## config.mk

```make
export PLATFORM = sky130hd
export DESIGN_NAME = mouse_cursor_overlay
export DESIGN_NICKNAME = d
export VERILOG_FILES = /design/src/rtl/mouse_cursor_overlay.sv
export SDC_FILE = /design/constraint.sdc
export NUM_CORES = 1
export LEC_CHECK = 0
export CORE_MARGIN = 2
export CORE_UTILIZATION = 40
export DETAILED_ROUTE_END_ITERATION = 6
export PLACE_DENSITY = 0.65
export RECOVER_POWER = 50
export SLEW_MARGIN = 10
export SYNTH_ARGS = -nofsm -noshare
export SYNTH_HDL_FRONTEND = slang
export SYNTH_SLANG_ARGS = --single-unit
export TNS_END_PERCENT = 50
```

## constraint.sdc

```tcl
create_clock -name clk -period 3.55 [get_ports clk]
set_input_delay 0.71 -clock clk [delete_from_list [all_inputs] [get_ports clk]]
set_output_delay 0.71 -clock clk [all_outputs]
set_load 0.01 [all_outputs]
```

## src/rtl/mouse_cursor_overlay.sv

```systemverilog
// Crosshair mouse-cursor overlay for the 65 MHz VGA pixel stream.
// Latches the cursor position once per frame; a left-click flashes the cursor for a few frames.
module mouse_cursor_overlay #(
  parameter int          CURSOR_SIZE  = 15,
  parameter int          GAP          = 2,
  parameter logic [11:0] CURSOR_COLOR = 12'hFFF,
  parameter logic [11:0] FIRE_COLOR   = 12'hF00,
  parameter int          FLASH_FRAMES = 8
) (
  input  logic        clk,
  input  logic        rst_n,
  input  logic [11:0] posX,
  input  logic [11:0] posY,
  input  logic        btn_left,
  input  logic [10:0] hcount_in,
  input  logic [10:0] vcount_in,
  input  logic        hsync_in,
  input  logic        vsync_in,
  input  logic        hblnk_in,
  input  logic        vblnk_in,
  input  logic [11:0] rgb_in,
  output logic [10:0] hcount_out,
  output logic [10:0] vcount_out,
  output logic        hsync_out,
  output logic        vsync_out,
  output logic        hblnk_out,
  output logic        vblnk_out,
  output logic [11:0] rgb_out
);

  localparam int          R          = (CURSOR_SIZE - 1) / 2;
  localparam logic [12:0] R13        = 13'(R);
  localparam logic [12:0] GAP13      = 13'(GAP);
  localparam logic [7:0]  FLASH_INIT = 8'(FLASH_FRAMES);

  function automatic logic [12:0] abs13(input logic signed [12:0] v);
    return v[12] ? 13'(-v) : 13'(v);
  endfunction

  function automatic logic [7:0] sat_dec(input logic [7:0] v);
    return (v == 8'd0) ? 8'd0 : v - 8'd1;
  endfunction

  logic        vsync_q, btn_q;
  logic [11:0] cx, cy;
  logic [7:0]  flash_cnt;
  logic        vs_rise, btn_rise;

  assign vs_rise  = vsync_in & ~vsync_q;
  assign btn_rise = btn_left & ~btn_q;

  // A press reloads the flash even when a vsync edge lands in the same cycle.
  always_ff @(posedge clk or negedge rst_n) begin
    if (!rst_n) begin
      vsync_q   <= 1'b0;
      btn_q     <= 1'b0;
      cx        <= '0;
      cy        <= '0;
      flash_cnt <= '0;
    end else begin
      vsync_q <= vsync_in;
      btn_q   <= btn_left;
      if (vs_rise) begin
        cx <= posX;
        cy <= posY;
      end
      if (btn_rise)
        flash_cnt <= FLASH_INIT;
      else if (vs_rise)
        flash_cnt <= sat_dec(flash_cnt);
    end
  end

  logic signed [12:0] dx, dy;
  logic        [12:0] adx, ady;
  logic               hit;

  assign dx  = $signed({2'b00, hcount_in}) - $signed({1'b0, cx});
  assign dy  = $signed({2'b00, vcount_in}) - $signed({1'b0, cy});
  assign adx = abs13(dx);
  assign ady = abs13(dy);

  // Positions at or beyond 2048 are off any 11-bit raster and must never draw.
  assign hit = ~cx[11] & ~cy[11]
             & (adx <= R13) & (ady <= R13)
             & ((dx == 13'sd0) | (dy == 13'sd0))
             & ~((adx <= GAP13) & (ady <= GAP13));

  logic        hit_p1, vld_p1;
  logic [11:0] color_p1, rgb_p1;
  logic [10:0] hcount_p1, vcount_p1;
  logic        hsync_p1, vsync_p1, hblnk_p1, vblnk_p1;

  logic [11:0] rgb_p2;
  logic [10:0] hcount_p2, vcount_p2;
  logic        hsync_p2, vsync_p2, hblnk_p2, vblnk_p2;

  // Stage 1: hit test and colour select
  always_ff @(posedge clk or negedge rst_n) begin
    if (!rst_n) begin
      hit_p1    <= 1'b0;
      vld_p1    <= 1'b0;
      color_p1  <= '0;
      rgb_p1    <= '0;
      hcount_p1 <= '0;
      vcount_p1 <= '0;
      hsync_p1  <= 1'b0;
      vsync_p1  <= 1'b0;
      hblnk_p1  <= 1'b0;
      vblnk_p1  <= 1'b0;
    end else begin
      hit_p1    <= hit;
      vld_p1    <= ~(hblnk_in | vblnk_in);
      color_p1  <= (flash_cnt != 8'd0) ? FIRE_COLOR : CURSOR_COLOR;
      rgb_p1    <= rgb_in;
      hcount_p1 <= hcount_in;
      vcount_p1 <= vcount_in;
      hsync_p1  <= hsync_in;
      vsync_p1  <= vsync_in;
      hblnk_p1  <= hblnk_in;
      vblnk_p1  <= vblnk_in;
    end
  end

  // Stage 2: composite cursor over background
  always_ff @(posedge clk or negedge rst_n) begin
    if (!rst_n) begin
      rgb_p2    <= '0;
      hcount_p2 <= '0;
      vcount_p2 <= '0;
      hsync_p2  <= 1'b0;
      vsync_p2  <= 1'b0;
      hblnk_p2  <= 1'b0;
      vblnk_p2  <= 1'b0;
    end else begin
      rgb_p2    <= (vld_p1 & hit_p1) ? color_p1 : rgb_p1;
      hcount_p2 <= hcount_p1;
      vcount_p2 <= vcount_p1;
      hsync_p2  <= hsync_p1;
      vsync_p2  <= vsync_p1;
      hblnk_p2  <= hblnk_p1;
      vblnk_p2  <= vblnk_p1;
    end
  end

  assign rgb_out    = rgb_p2;
  assign hcount_out = hcount_p2;
  assign vcount_out = vcount_p2;
  assign hsync_out  = hsync_p2;
  assign vsync_out  = vsync_p2;
  assign hblnk_out  = hblnk_p2;
  assign vblnk_out  = vblnk_p2;

endmodule
```

Word-level counts from Yosys, hierarchy flattened. Index checks and enable logic that the tools add are counted.

Register bits after elaboration: 120. Input bits: 65. Word-level logic and storage cells: 59.

Add/subtract/negate cells: 5. $lt $le $gt $ge: 4. Muxes and demuxes: 7. Bitwise operators: 17. Reductions and logical operators: 5.

Operator list (count): 8-bit 2-to-1 mux (4); 13-bit by 2-bit less-or-equal comparator with 1-bit output (second input constant) (2); 13-bit by 3-bit less-or-equal comparator with 1-bit output (second input constant) (2); 13-bit zero test (2); 13-bit 2-to-1 mux (2); 13-bit negation (2); 11-bit by 12-bit subtractor with 13-bit output (2); 12-bit 2-to-1 mux (1); 1-bit AND (9); 8-bit zero test (1); 8-bit nonzero test (1); 8-bit by 1-bit subtractor with 8-bit output (second input constant) (1); 1-bit inverter (6); 1-bit OR (2); 2-bit nonzero test (1).

Logic depth before layout (Yosys ltp).
Word-level depth: 8. Gate-level depth with buffers: 12. Mapped depth without buffers: 12.

Worst setup path before layout. OpenSTA, ideal clock, no wires.

Path kind: input to register. From: in vcount_in[0]. To: reg hit_p1. Arrival: 3.521 ns. Required time: 3.454 ns. Slack: -0.067 ns. Stages: 12. Buffers on the path: 0. Cells stage by stage: inv_1 -> ha_1 -> fa_1 -> nand2b_1 -> a21oi_1 -> xnor2_1 -> nand4_1 -> or4_1 -> or4b_1 -> nor4b_2 -> a211oi_1 -> nor4_2.

Cells in the longest elaborated chain, start to end: 7. Elaborated cells between the ends (all ways): 12. Those cells by class: 2 x add/sub; 2 x order compare; 1 x mux; 6 x bitwise; 1 x reduce/logical.

RTL lines: start, declared (RTL line 16) `input logic [10:0] vcount_in,`; 11-bit by 12-bit subtractor with 13-bit output * (RTL line 79) `assign dy = $signed({2'b00, vcount_in}) - $signed({1'b0, cy});`; 13-bit negation (RTL line 37) `return v[12] ? 13'(-v) : 13'(v);`; 13-bit 2-to-1 mux (RTL line 37); 13-bit by 3-bit less-or-equal comparator with 1-bit output or 13-bit by 2-bit less-or-equal comparator with 1-bit output (tied branches) (RTL line 85, 87); 1-bit AND (on tied branches) (RTL line 85, 87); 1-bit AND or 1-bit inverter (tied branches) (RTL line 86, 87); 1-bit AND * (RTL line 87) `& ~((adx <= GAP13) & (ady <= GAP13));`; net hit (RTL line 76) `logic hit;`; end signal, assigned (RTL line 112) `hit_p1 <= hit;`; end, declared (RTL line 89) `logic hit_p1, vld_p1;`.

The timed path passes the listed nets; every way through them passes the cells marked *. A chain may end at the register's enable or synchronous reset.

Final worst setup path.
From: in vcount_in[5]. To: reg hit_p1.

Same word-level chain as after synthesis.

==> flow_summary.json <==
{
  "ys_seq_elements": 113,
  "root_buffer": "clkbuf_16",
  "worst_hold_path_type": "flop to flop",
  "internal_power_w": 0.00315,
  "dp_worst_setup_slack_ns": -0.671,
  "clkTransAtPathRegs_ns": 0.06,
  "synth_area_leaders": "dfrtp_1, ha_1, o21ai_0",
  "initial_core_util_pct": 40.8,
  "synth_seq_area_share_pct": 52.6,
  "synthArstFlopShare_pct": 100,
  "dr.pass1.iters": 4,
  "setup_viol": 0,
  "holdPathStages": 0,
  "cp-start-kind": "input port",
  "layout_common_cells": "dfrtp_1, buf_4, clkdlybuf4s50_1, nand2_1, o21ai_0",
  "crit_fanout": 2,
  "max-vdd-ir-drop_mv": 0.350,
  "crit_arrival_ns": 3.73,
  "fin_crit_sh_pct": 96.2,
  "die_w_um": 120,
  "yosys_warnings": 0,
  "p_clk_share_pct": 37.0,
  "combPwrFrac_pct": 30.9,
  "switching_share_pct": 30.0,
  "powerDensity_nw_per_um2": 556,
  "power.total_w": 0.00449,
  "max-clock-path-buffers": 2,
  "design_area_um2": 8080,
  "cts_buffers": 17,
  "layout_commonest_cell": "dfrtp_1",
  "pwr-share-seq_pct": 32.1,
  "nets": 815,
  "port_buffers": 102,
  "synthesis.nets": 609,
  "synth.cell_area_um2": 5380,
  "slew_viol_final": 40,
  "grt_pass1_wl_um": 21600,
  "drt-vias-per-instance": 4.97,
  "drive_above_1_share_pct": 24.8,
  "synth_flop_cell": "dfrtp_1",
  "postSynthAreaPerCell_um2": 10.5,
  "min_period_ns": 3.41,
  "hold_start": "vblnk_p1",
  "holdPathEnd": "vblnk_out",
  "cp_data_required_time_ns": 3.86,
  "maxCapViolCount": 1,
  "yosys.area.top_type_share_pct": 52.6,
  "worst_r2r_endpoint": "hit_p1",
  "cts_tree": "built",
  "hold_buffers": 0,
  "ios": 103,
  "drc_errors": 0,
  "r2r_slack_ns": 0.24,
  "die-area_um2": 14400,
  "num_rows": 42,
  "crit_type": "input port to flop",
  "vias": 4517,
  "grt_use_total_pct": 18.7,
  "post-synth-top-area-cell": "dfrtp_1",
  "r2r_cells": 11,
  "synth_edf_count": 0,
  "dieHeight_um": 120,
  "p_switching_w": 0.00135,
  "slew_headroom_pct": -35.4,
  "detail_route.iter0.violations": 282,
  "place_inst": 869,
  "antenna_left": 0,
  "worstSkewPairLatency_ns": 0.41,
  "antenna_cells": 0,
  "synth_cell_types": 73,
  "failed_checks": "capacitance limit, slew limit",
  "core_um2": 13200,
  "antenna_found_initial": 0,
  "fin_cells": 909,
  "holdWs_ns": 0.343,
  "clock-sinks": 113,
  "dp_hpwl_um": 9400,
  "grt_max_degree": 76,
  "placed_area_um2": 7280,
  "routed_wl_um": 12800,
  "skew_ns": 0.00742,
  "p_leak_nw": 3.64,
  "hold_viol": 0,
  "wl_per_cell_um": 14.1,
  "status": "finished with violations",
  "reg2reg_from": "cy[4]",
  "overflow": 0,
  "fmax_ghz": 0.293,
  "synthToLayoutAreaGrowth_pct": 50.3,
  "synth_cells": 514,
  "cp-end-kind": "flop",
  "cts.htree.levels": 4,
  "first_global_vias": 4609,
  "worst_pin_slew_ns": 2.03,
  "setup_slack_ns": 0.136,
  "globalplace.congestion": 0.941
}
## power by group through the flow
| stage | Sequential (W) | Clock [W] | Combinational, W |
|---|---|---|---|
| final | 0.00144 | 0.00166 | 0.00139 |
| after global placement | 0.00146 | 0 | 0.00125 |
| after floorplan | 0.00146 | 0 | 0.000690 |
| after detailed placement | 0.00146 | 0 | 0.00128 |
| after CTS | 0.00144 | 0.00169 | 0.00134 |
| after global routing | 0.00146 | 0.00175 | 0.00154 |
## sequential cells by signal, indices dropped and copies added, names as in the netlist
signal / count
cx: 12
cy: 12
rgb_out: 12
rgb_p1: 12
hcount_out: 11
hcount_p1: 11
vcount_out: 11
vcount_p1: 11
flash_cnt: 8
color_p1: 2
btn_q: 1
hblnk_out: 1
hblnk_p1: 1
hit_p1: 1
hsync_out: 1
hsync_p1: 1
vblnk_out: 1
vblnk_p1: 1
vld_p1: 1
vsync_out: 1
vsync_p1: 1
## Yosys cell counts, types with 7 or more instances
cell and n:
nor2_1 37, xor2_1 11, inv_1 36, o21ai_0 41, a21oi_1 24, a21o_1 14, nor3_1 17, nand2_1 45
nand4_1 7, dfrtp_1 113, clkbuf_1 12, nand2b_1 7, nand3_1 10, xnor2_1 8, nor2b_1 8, ha_1 28
## final cells by class
| cell class | count | area, um2 |
|---|---|---|
| flip-flops and latches | 113 | 2830 |
| repair buffers | 204 | 1770 |
| clock buffers | 18 | 429 |
| inverters | 36 | 135 |
| fillers | 1119 | 5110 |
| clock inverters | 14 | 154 |
| multi-input cells | 348 | 2540 |
| well taps | 176 | 220 |
## through the flow
step	utilization, %	TNS, ns
2_1_floorplan	-	-0.0151
3_3_place_gp	55.2	-0.564
3_5_place_dp	55.2	-0.671
4_1_cts	60.7	0
5_1_grt	61.3	-0.00757
6_report	61.3	0
## metal layers
| metal | vias up | wire, um | track usage, % |
|---|---|---|---|
| li1 | 2229 | - | - |
| met1 | 2141 | 5560 | 23.0 |
| met3 | 29 | 574 | 5.70 |
| met2 | 118 | 6420 | 31.0 |
| met4 | 0 | 231 | 6.54 |
| met5 | - | 0 | 0 |
## worst max-delay path, stage by stage
cell	delay, ns
clkdlybuf4s15_1	0.19
ha_2	0.18
or2_1	0.24
a311o_1	0.34
o21ai_1	0.11
or3b_4	0.39
or4_4	0.52
or4b_4	0.54
nor4b_4	0.23
a211oi_2	0.08
nor4_2	0.20
## how the worst max path moves through the flow
stage | from | endpoint | slack [ns] | depth (start not counted)
after floorplan | vcount_in[4] | hit_p1 | -0.02 | 11
after global placement | vcount_in[0] | hit_p1 | -0.56 | 13
after detailed placement | vcount_in[0] | hit_p1 | -0.67 | 13
after CTS | vcount_in[0] | hit_p1 | 0.02 | 13
after global routing | vcount_in[9] | hit_p1 | -0.008 | 12
final | vcount_in[5] | hit_p1 | 0.14 | 11
## cells by family after synthesis
| group | Yosys count | share of synthesized area (%) |
|---|---|---|
| simple gates | 165 | 15.8 |
| fa+ha+maj | 30 | 7.26 |
| flops | 113 | 52.6 |
| compound gates | 130 | 16.6 |
| xor+xnor | 19 | 3.10 |
| mux | 3 | 0.605 |
| buf+inv | 53 | 3.96 |
| other cells | 1 | 0.0698 |
## repair_timing
| action | 4_1_cts | 5_1_grt |
|---|---|---|
| setup endpoints to repair | 1 | 1 |
| buffers inserted | 5 | 3 |
| resized for setup | 31 | 14 |
| pin swaps | 18 | 10 |
No activity file was read; power rests on OpenSTA's default activity.
==> RTL edit 1 (same settings) <==
Register the output `hsync_out` once more, cleared by the reset; this adds one clock of latency there. The other outputs are not delayed to match.
--- a/src/rtl/mouse_cursor_overlay.sv
+++ b/src/rtl/mouse_cursor_overlay.sv
@@ -146,7 +146,13 @@
   assign rgb_out    = rgb_p2;
   assign hcount_out = hcount_p2;
   assign vcount_out = vcount_p2;
-  assign hsync_out  = hsync_p2;
+  always_ff @(posedge clk or negedge rst_n) begin
+    if (!rst_n) begin
+      hsync_out <= '0;
+    end else begin
+      hsync_out <= hsync_p2;
+    end
+  end
   assign vsync_out  = vsync_p2;
   assign hblnk_out  = hblnk_p2;
   assign vblnk_out  = vblnk_p2;
Behaviour: not the same (Yosys sat finds a counterexample within 4 cycles, from zero or initial values and one cycle with rst_n low).
==> RTL edit 1 against the original RTL <==
- clock power is 8% higher
- worst setup slack gained 0.058 ns
- routed wire length fell by 1.1%
- sequential cell count up 1
- total power increased by 3.3%
- cell area up 1.1%
- clock skew fell by 0.00073 ns
- area after synthesis grew 0.47%
- die area grew 0.45%
- highest routed layer unchanged
==> RTL edit 1: results (changes against the original RTL) <==
Status
Outcome: complete, no violations (was finished with violations).

Placed design
The placed wire-length estimate after detailed placement was 9050 µm (was 9400 µm). The routability congestion estimate is 0.962 (was 0.941). The post-placement worst setup slack was -0.692 ns (was -0.671 ns). The post-place instance area was 0.00729 mm² (was 0.00728 mm²).

Logic synthesis
The average footprint of a synthesized cell is 10.5 µm² (about the same). The synthesized netlist net count was 610 (was 609). The main flop type after synthesis is dfrtp_1 (unchanged). The compound-cell area share of the yosys netlist is 16.5% (was 16.6%).

The share of the synthesized netlist area taken by xor and xnor gates was 3.08% (was 3.10%). The fraction of synthesis flops using an asynchronous set or reset pin is 100% (unchanged). The multiplexer share of the synthesized area is 0.602% (was 0.605%). Biggest area contributors in the synthesized netlist: dfrtp_1 53%, ha_1 6.5%, o21ai_0 3.8%, nand2_1 3.1%, nor2_1 2.6% (unchanged). The fraction of the mapped netlist area in adder cells is 7.23% (was 7.26%). The post-synthesis sequential area ratio is 52.8% (was 52.6%). Commonest cells in the netlist: 114 x dfrtp_1, 45 x nand2_1, 41 x o21ai_0 (was 113 x dfrtp_1, 45 x nand2_1, 41 x o21ai_0). The post-synthesis register bit count came to 114 (was 113).

GRT
The via count of the first global-routing pass is 4,642 (was 4,609). The global-route total usage across every layer is 18.4% (was 18.7%). The wire length of the first global-routing pass was 21,100 µm (was 21,600 µm). The maximum number of pins on one net before global-route repair came to 59 (was 76).

Detailed routing
The routed length per placed instance was 13.9 µm (was 14.1 µm). The per-cell via count in the routed design was 5.00 (was 4.97). The first-pass iteration count of the detailed router is 6 (was 4). The violation count after the first detailed-routing iteration is 211 (was 282).

Finish
The area of the multi-input gates is 0.00255 mm² (was 0.00254 mm²). The clock distribution area overhead in the final layout is 7.65% (was 7.21%). The share of final-layout standard cells stronger than drive strength 1 is 25.4% (was 24.8%). The number of cells in the finished layout apart from fillers is 909 (unchanged). The multi-input logic portion of the cell area is 31.2% (was 31.5%). The final cell utilization of the core came to 61.9% (was 61.3%). The layout inverter count without the clock tree is 36 (unchanged). The final-layout fill cell count is 1,069 (was 1,119). The layout overhead on the synthesized area came to 51.2% (was 50.3%).

The final net count is 816 (was 815). The data-path buffer share of cell area in the final layout is 21.8% (was 21.9%). The number of clock buffers in the layout came to 19 (was 18).

The final antenna diode count came to 0 (unchanged). The total area of sequential cells was 0.00285 mm² (was 0.00283 mm²).

CTS
The number of buffers inserted during clock tree synthesis was 17 (unchanged). The number of resized instances in the post-cts repair step came to 30 (was 31). The post-CTS repair timing setup buffer count is 4 (was 5).

The maximum number of buffers from clock root to sink is 2 (unchanged).

Setup path
The standard cell with the maximum stage delay on the critical path is or4_4 (was or4b_4). The cell family with the largest share of critical-path delay is simple AND/OR/NAND/NOR gates (unchanged). The arrival time at the worst endpoint is 3.68 ns (was 3.73 ns).

Power
The peak supply drop is 313 µV (was 350 µV). The cell leakage power is 3.66 nW (was 3.64 nW).

Timing
The clock skew after layout was 0.00669 ns (was 0.00742 ns). The max-slew headroom at the worst pin came to 4.78% (was -35.4%).
-- RTL edit 1: cell count changes after synthesis --
cell     unedited run  this run
dfrtp_1           113       114
-- RTL edit 1: path summary, 6_finish.rpt --
check / startpoint / end / slack (ns) / depth (start not counted)
worst min-delay path: vcount_p1[10] / vcount_out[10] / 0.34 / 0
min in group asynchronous: rst_n / hcount_out[2] / 0.63 / 1
worst max-delay path: vcount_in[1] / hit_p1 / 0.19 / 13
worst max register to register: cy[0] / hit_p1 / 0.30 / 11
worst min register to register: vcount_p1[10] / vcount_out[10] / 0.34 / 0
max in group asynchronous: rst_n / flash_cnt[7] / 1.97 / 2
-- RTL edit 1: report_power, final --
part | switching [mW] | internal, mW
clock network | 0.601 | 1.19
registers | 0.0512 | 1.41
logic | 0.673 | 0.717
-- RTL edit 1: metal layers --
metal,wire length [µm],vias up,GRT usage (%)
li1,-,2232,-
met1,5540,2195,22.1
met2,6300,93,31.1
met3,527,22,4.95
met4,271,0,8.31
met5,0,-,0
==> RTL edit 2 (config.mk and constraints unchanged) <==
Made on the original files. Change the parameter `CURSOR_SIZE` from 15 to 7.
--- a/src/rtl/mouse_cursor_overlay.sv
+++ b/src/rtl/mouse_cursor_overlay.sv
@@ -1,7 +1,7 @@
 // Crosshair mouse-cursor overlay for the 65 MHz VGA pixel stream.
 // Latches the cursor position once per frame; a left-click flashes the cursor for a few frames.
 module mouse_cursor_overlay #(
-  parameter int          CURSOR_SIZE  = 15,
+  parameter int          CURSOR_SIZE  = 7,
   parameter int          GAP          = 2,
   parameter logic [11:0] CURSOR_COLOR = 12'hFFF,
   parameter logic [11:0] FIRE_COLOR   = 12'hF00,
Function: changed (Yosys sat finds a counterexample within 4 cycles, from zero or initial values and one cycle with rst_n low).
==> RTL edit 2 against the original RTL <==
- combinational power is 4% higher
- synthesized cell count rose by 7.6%
- routed wire length increased by 7.9%
- worst setup slack worse by 0.020 ns
- total power increased by 5.8%
- cell count is 2.6% higher
- first-iteration DRC count grew 12%
- sequential cell count unchanged
- cell area is 1.3% higher
- clock skew rose by 0.0051 ns
- fmax fell by 0.58%
- non-clock buffer count is 17 lower
- critical path depth fell by 1
- area after synthesis up 3.6%
==> RTL edit 2: results (changes against the original RTL) <==
Status
Outcome: complete, no violations (was finished with violations).

Detailed routing
The first-pass iteration count of the detailed router is 5 (was 4). The detailed-route wire length on metal 1 is 5990 µm (was 5560 µm). The routed length per placed instance is 14.8 µm (was 14.1 µm).

Power
The peak supply drop is 360 µV (was 350 µV). The net switching component of the power came to 1.36 mW (was 1.35 mW).

Logic synthesis
Commonest cells in the netlist: 113 x dfrtp_1, 56 x nand2_1, 43 x o21ai_0 (was 113 x dfrtp_1, 45 x nand2_1, 41 x o21ai_0). The average footprint of a synthesized cell is 10.1 µm² (was 10.5 µm²). The synthesized netlist net count came to 648 (was 609). Biggest area contributors in the synthesized netlist: dfrtp_1 51%, ha_1 6.3%, o21ai_0 3.9%, nand2_1 3.8%, a21o_1 2.8% (was dfrtp_1 53%, ha_1 6.5%, o21ai_0 3.8%, nand2_1 3.1%, nor2_1 2.6%). The distinct cell type count after synthesis is 72 (was 73). The post-synthesis sequential area ratio is 50.8% (was 52.6%).

GRT
The global-route total usage across every layer is 19.0% (was 18.7%). The wire length of the first global-routing pass came to 22,100 µm (was 21,600 µm). The via count of the first global-routing pass came to 4,827 (was 4,609).

Finish
The number of cells in the finished layout apart from fillers was 933 (was 909). The final-layout fill cell count came to 1,141 (was 1,119). The final net count was 836 (was 815).

Floorplan
The die width is 122 µm (was 120 µm).

Setup path
The arrival time at the worst endpoint is 3.77 ns (was 3.73 ns). The cell count of the worst reg-to-reg path came to 12 (was 11). The reg2reg setup slack is 0.36 ns (was 0.24 ns).

Placed design
The number of placed instances with taps included is 900 (was 869). The routability congestion estimate is 0.919 (was 0.941). The post-place instance area is 0.00737 mm² (was 0.00728 mm²).

Job
The number of max-cap violations is 0 (was 1).

Timing
The transition time at the pin with the least slew margin is 1.44 ns (was 2.03 ns). The final worst-path setup slack came to 0.116 ns (was 0.136 ns).
## RTL edit 2: cells by family after synthesis
logic type / count (synthesis) / share of synthesized area [%]
multiplexers: 2 / 0.382
AND/OR/NAND/NOR: 177 / 16.2
AO/OA/AOI/OAI: 158 / 19.0
buffers and inverters: 58 / 4.16
other: 1 / 0.0673
XOR/XNOR: 14 / 2.47
adder cells (fa/ha/maj): 30 / 7.01
flip-flops: 113 / 50.8
## RTL edit 2: power groups by stage
stage          clock, mW  sequential [mW]  combinational, mW
2_1_floorplan          0             1.46              0.750
3_3_place_gp           0             1.45               1.30
3_5_place_dp           0             1.46               1.34
4_1_cts             1.90             1.44               1.38
5_1_grt             1.97             1.45               1.58
6_report            1.88             1.44               1.44
## RTL edit 2: cell type report
type,count,area [µm²],share of cell area [%]
Tap cell,180,225,2.75
Clock buffer,22,474,5.79
Timing Repair Buffer,187,1650,20.2
Inverter,40,150,1.83
Sequential cell,113,2830,34.5
Multi-Input combinational cell,382,2680,32.7
Clock inverter,9,179,2.19
## RTL edit 2: routing by layer
layer | GRT usage, % | vias up
met5 | 0 | -
met4 | 9.27 | 0
met2 | 30.9 | 150
met3 | 4.78 | 24
met1 | 23.7 | 2370
li1 | - | 2350
## RTL edit 2: repair_timing
item | in CTS | in global routing
endpoints found under the hold margin | 0 | 0
setup buffers | 2 | 0
setup endpoints to repair | 1 | 1
resized for setup | 12 | 16
pin swaps | 7 | 7
## RTL edit 2: worst max-delay path: stages
cell and delay (ns):
dlygate4sd3_1 0.57, ha_1 0.34, nor2b_1 0.16, a221oi_1 0.38, o311ai_2 0.22, or4_4 0.56
or3_4 0.39, a211oi_2 0.20, o31ai_1 0.10, nor4_2 0.13
## RTL edit 2: worst max-delay path by stage
| stage | from | end | cells past startpoint |
|---|---|---|---|
| floorplan | hcount_in[0] | hit_p1 | 12 |
| global placement | hcount_in[0] | hit_p1 | 13 |
| detailed placement | hcount_in[0] | hit_p1 | 13 |
| CTS | vcount_in[0] | hit_p1 | 13 |
| global route | vcount_in[0] | hit_p1 | 12 |
| finish | hcount_in[8] | hit_p1 | 10 |
## RTL edit 2: per-stage QoR
stage | util [%] | hold slack (ns) | setup TNS [ns] | power, mW
after floorplan | - | 0.331 | 0 | 2.21
after global routing | 59.7 | 0.350 | 0 | 4.99
after global placement | 53.7 | 0.332 | -0.594 | 2.76
after CTS | 59.0 | 0.345 | 0 | 4.72
final | 59.7 | 0.340 | 0 | 4.75
after detailed placement | 53.7 | 0.336 | -0.692 | 2.80
